`config.mk`:
```
export PLATFORM = sky130hd
export DESIGN_NAME = moore_pattern_tx
export DESIGN_NICKNAME = d
export VERILOG_FILES = /design/src/rtl/moore_pattern_pkg.sv /design/src/rtl/moore_pattern_tx_bit_tick_gen.sv /design/src/rtl/moore_pattern_tx.sv
export SDC_FILE = /design/constraint.sdc
export NUM_CORES = 1
export LEC_CHECK = 0
export CAP_MARGIN = 10
export CORE_UTILIZATION = 40
export CTS_CLUSTER_DIAMETER = 120
export DETAILED_ROUTE_END_ITERATION = 10
export DONT_BUFFER_PORTS = 1
export SYNTH_ARGS = -nofsm -noshare
export SYNTH_HDL_FRONTEND = slang
export SYNTH_SLANG_ARGS = --single-unit
```
`constraint.sdc`:
```
create_clock -name clock -period 4.9 [get_ports clock]
set_clock_uncertainty 0.1 [all_clocks]
set_input_delay 0.245 -clock clock [delete_from_list [all_inputs] [get_ports clock]]
set_output_delay 0.245 -clock clock [all_outputs]
set_load 0.05 [all_outputs]
```
`src/rtl/moore_pattern_pkg.sv`:
```
// Shared types and helpers for the moore_pattern_tx serial stimulus transmitter.
// Holds the FSM state encoding, default widths and the frame-length clamp.
package moore_pattern_pkg;

    typedef enum logic [1:0] {
        IDLE = 2'b00,
        SEND = 2'b01,
        DONE = 2'b11
    } state_t;

    localparam int DEF_WIDTH = 8;
    localparam int DEF_LEN_W = 4;
    localparam int DEF_DIV_W = 4;
    localparam int DEF_CNT_W = 4;

    // A length of zero, or anything longer than the pattern register, means "whole pattern".
    function automatic int unsigned clamp_len(input int unsigned len, input int unsigned width);
        return (len == 0 || len > width) ? width : len;
    endfunction

endpackage

```
`src/rtl/moore_pattern_tx_bit_tick_gen.sv`:
```
// Bit-period timer: tick marks the last clock of each (div+1)-clock bit period.
// The count is held at zero while disabled, so every enable rise starts a fresh period.
module bit_tick_gen
    import moore_pattern_pkg::*;
#(
    parameter int DIV_W = DEF_DIV_W
) (
    input  logic             clock,
    input  logic             reset,
    input  logic             enable,
    input  logic [DIV_W-1:0] div,
    output logic             tick
);

    logic [DIV_W-1:0] cnt_q;
    logic [DIV_W-1:0] cnt_d;

    always_comb begin
        tick  = enable && (cnt_q == div);
        cnt_d = cnt_q + DIV_W'(1);
        if (!enable || tick) begin
            cnt_d = '0;
        end
    end

    always_ff @(posedge clock) begin
        if (reset) begin
            cnt_q <= '0;
        end else begin
            cnt_q <= cnt_d;
        end
    end

endmodule

```
`src/rtl/moore_pattern_tx.sv`:
```
// Serial pattern transmitter: captures a frame on start and shifts it out on x,
// one bit per (div+1) clocks, repeating the frame repeat_n extra times back to back.
module moore_pattern_tx
    import moore_pattern_pkg::*;
#(
    parameter int WIDTH = DEF_WIDTH,
    parameter int LEN_W = DEF_LEN_W,
    parameter int DIV_W = DEF_DIV_W,
    parameter int CNT_W = DEF_CNT_W
) (
    input  logic             clock,
    input  logic             reset,
    input  logic             start,
    input  logic [WIDTH-1:0] pattern,
    input  logic [LEN_W-1:0] len,
    input  logic [DIV_W-1:0] div,
    input  logic [CNT_W-1:0] repeat_n,
    input  logic             msb_first,
    output logic             x,
    output logic             ready,
    output logic             busy,
    output logic             done
);

    state_t           state_q, state_d;
    logic [WIDTH-1:0] pat_q, pat_d;
    logic [LEN_W-1:0] len_q, len_d;
    logic [DIV_W-1:0] div_q, div_d;
    logic [CNT_W-1:0] rep_q, rep_d;
    logic             msb_q, msb_d;
    logic [LEN_W-1:0] idx_q, idx_d;
    logic             x_q, x_d;
    logic [LEN_W-1:0] len_eff_in;
    logic             tick;

    assign len_eff_in = LEN_W'(clamp_len(32'(len), 32'(WIDTH)));

    // Bit sent at frame position idx; shifting avoids an index wider than the pattern.
    function automatic logic frame_bit(input logic [WIDTH-1:0] pat,
                                       input logic [LEN_W-1:0] flen,
                                       input logic             msb,
                                       input logic [LEN_W-1:0] idx);
        logic [LEN_W-1:0] pos;
        logic [WIDTH-1:0] shifted;
        pos     = msb ? (flen - idx - LEN_W'(1)) : idx;
        shifted = pat >> pos;
        return shifted[0];
    endfunction

    bit_tick_gen #(
        .DIV_W (DIV_W)
    ) u_tick (
        .clock  (clock),
        .reset  (reset),
        .enable (state_q == SEND),
        .div    (div_q),
        .tick   (tick)
    );

    always_comb begin
        state_d = state_q;
        pat_d   = pat_q;
        len_d   = len_q;
        div_d   = div_q;
        rep_d   = rep_q;
        msb_d   = msb_q;
        idx_d   = idx_q;
        x_d     = x_q;
        case (state_q)
            IDLE: begin
                x_d   = 1'b0;
                idx_d = '0;
                if (start) begin
                    pat_d   = pattern;
                    len_d   = len_eff_in;
                    div_d   = div;
                    rep_d   = repeat_n;
                    msb_d   = msb_first;
                    x_d     = frame_bit(pattern, len_eff_in, msb_first, '0);
                    state_d = SEND;
                end
            end
            SEND: begin
                if (tick) begin
                    if (idx_q == len_q - LEN_W'(1)) begin
                        idx_d = '0;
                        if (rep_q != '0) begin
                            rep_d = rep_q - CNT_W'(1);
                            x_d   = frame_bit(pat_q, len_q, msb_q, '0);
                        end else begin
                            x_d     = 1'b0;
                            state_d = DONE;
                        end
                    end else begin
                        idx_d = idx_q + LEN_W'(1);
                        x_d   = frame_bit(pat_q, len_q, msb_q, idx_q + LEN_W'(1));
                    end
                end
            end
            DONE: begin
                x_d     = 1'b0;
                state_d = IDLE;
            end
            default: begin
                x_d     = 1'b0;
                state_d = IDLE;
            end
        endcase
    end

    always_ff @(posedge clock) begin
        if (reset) begin
            state_q <= IDLE;
            pat_q   <= '0;
            len_q   <= '0;
            div_q   <= '0;
            rep_q   <= '0;
            msb_q   <= 1'b0;
            idx_q   <= '0;
            x_q     <= 1'b0;
        end else begin
            state_q <= state_d;
            pat_q   <= pat_d;
            len_q   <= len_d;
            div_q   <= div_d;
            rep_q   <= rep_d;
            msb_q   <= msb_d;
            idx_q   <= idx_d;
            x_q     <= x_d;
        end
    end

    assign x     = x_q;
    assign ready = (state_q == IDLE);
    assign busy  = (state_q == SEND);
    assign done  = (state_q == DONE);

endmodule

```
==> impl_metrics.toml <==
[sta]
max_freq_mhz = 341
period_minus_slack_ps = 2930
finalWorstSetupSlack_ps = 1970
setup_viol = 0
relSlewSlack_pct = 35.7
period_share_pct = 59.8
final_hold_viol_count = 0
slew_viol_final = 0
tightest_slew_ps = 962
grt_setup_unrepaired = "no"
setup-tns-final_ps = 0

[logic_synthesis]
ys_ff_latch = 32
yosysWarnings = 0
synth_edf_count = 0
synth_nets = 282
syn_inst = 249
syn_area_um2 = 1970
ys_dominant_reg_cell = "dfxtp_1"
synthArstFlopShare_pct = 0
synth.distinct_cells = 46
syn_area_per_cell_um2 = 7.91
ys_seq_area_share_pct = 32.5

[critical_path]
critPathLaunchType = "register"
endpoint_kind = "register"
cp-endpoint = "div_q[0]"
r2r-start = "state_q[0]"
worstPathArrival_ps = 3010
r2r_slack_ps = 1970
r2r-end = "div_q[0]"
critPathRequiredTime_ps = 4980
cp-startpoint = "state_q[0]"
worstSetupPathType = "register to register"
worst-r2r-cell-count = 5
crit_fanout = 18

[cts]
clk_pin_slew_ps = 70
cts_tree = "built"
cts_root_buffer = "clkbuf_8"
cts_made_buffers = 5
cts_sinks = 32
clockBufferDepth = 2
post_cts_buffers = 0
clk_latency_ps = 290
htreeDepth = 2

[route]
drt_iter0_drc = 81
wl_per_cell_um = 13.9
wl_mm = 4.58
vias_per_cell = 5.33
vias = 1754
drtAntennaViolNets = 0
drc = 0
drtPass1Iterations = 4

[power_and_ir_drop]
vdd_drop_max_mv = 0.154
finalPower_uw = 613
cellPowerDensity_nw_per_um2 = 273
p_leak_nw = 0.818

[cells_and_area]
area_delta_synth_final_pct = 14.0
final_nets = 294
drive_gt1_share_pct = 6.11
n_antenna_cell = 0
fillers = 469
mostFrequentLayoutCells = "39 x nand2_1, 32 x dfxtp_1, 28 x a21oi_1, 24 x nor2_1"
final_common_cell = "nand2_1"

[floorplanning]
coreArea_um2 = 4720
fp.dieW_um = 72.2
die_area_um2 = 5210
io_pins = 28
start_util_pct = 41.7
die_y_um = 72.2
num_rows = 25

[grt]
grt_pass1_vias = 1630
grt_overflow = 0
track_usage_pct = 19.3
grt_first_pass_wirelength_mm = 7.67
grt_max_degree = 26
antenna_found_initial = 0

[outcome]
status = "complete, no violations"

[placed_design]
dp_hpwl_mm = 3.29
io_buffers = 0
pre_cts_ws_ps = 2180
place.gp.congestion = 0.815

[worst_hold_path]
hold_path.class = "input port to register"

[flow_run]
drv_cap = 0
## flip-flops by register name, summed over array words and instances (netlist names)
signal / flops
len_q: 4
msb_q: 1
pat_q: 8
div_q: 4
x: 1
state_q: 2
idx_q: 4
u_tick.cnt_q: 4
rep_q: 4
## cell type report
type / count / area, µm² / area share [%]
Multi-Input combinational cell: 197 / 1250 / 55.9
Sequential cell: 32 / 641 / 28.5
Timing Repair Buffer: 14 / 138 / 6.13
Tap cell: 67 / 83.8 / 3.73
Clock buffer: 5 / 68.8 / 3.07
Inverter: 11 / 41.3 / 1.84
Clock inverter: 3 / 18.8 / 0.836
## worst min path at each step
stage          depth (start not counted)  slack [ps]        to        from
6_report                               2           4  pat_q[6]  pattern[6]
4_1_cts                                2        0.03  pat_q[6]  pattern[6]
2_1_floorplan                          2         280  pat_q[6]  pattern[6]
3_5_place_dp                           1         220  div_q[0]       reset
5_1_grt                                2          10  pat_q[6]  pattern[6]
3_3_place_gp                           1         220  div_q[0]       reset
## cells in the mapped netlist (4+ instances only)
master    number  area share (%)
nor3_1         5             1.3
ha_1           8             5.1
xnor2_1       13             5.8
nand2b_1       9             2.9
o21ai_0        6             1.5
nand2_1       39             7.4
nand3_1        4             1.0
inv_1         11             2.1
clkbuf_1       9             1.7
a21oi_1       28             7.1
nor2b_1        4             1.3
mux2i_1        7             3.6
nor2_1        24             4.6
dfxtp_1       32              33
## worst max-delay path, cell delays in order (launching register included)
cell           delay [ps]
dfxtp_1               410
nor2_1                750
nand2_1               660
nand2_1               230
a21oi_1                80
dlygate4sd3_1         600
## layer usage
metal	up-vias	share of wire [%]	GRT usage (%)
met5	-	0	0
met4	0	1.2	7.84
met2	37	47	30.4
li1	900	-	-
met3	4	4.8	5.56
met1	813	47	24.8
## kinds of logic after synthesis
family / count (synthesis) / share of synthesized area, %
buf+inv: 20 / 3.81
fa+ha+maj: 9 / 6.10
compound gates: 61 / 19.9
simple gates: 101 / 24.7
xor+xnor: 16 / 7.12
flops: 32 / 32.5
mux: 10 / 5.84
## metrics by stage
stage	std cells	utilization [%]	area (µm²)	hold WS (ps)
final	329	47.5	2240	4.06
after floorplan	249	-	1970	281
after CTS	329	47.5	2240	0.0262
after detailed placement	308	42.9	2030	218
after global routing	329	47.5	2240	12.3
after global placement	308	42.9	2030	218
## report_power, final
group / internal [mW] / switching, mW / leakage, nW
sequential: 0.273 / 0.0203 / 0.262
combinational: 0.0535 / 0.0666 / 0.508
clock: 0.0988 / 0.101 / 0.0479
## timing repair
item,4_1_cts,5_1_grt
gates resized for setup,0,0
hold endpoints to repair,25,0
hold buffers,13,0
Power figures use the tool's default switching activity.
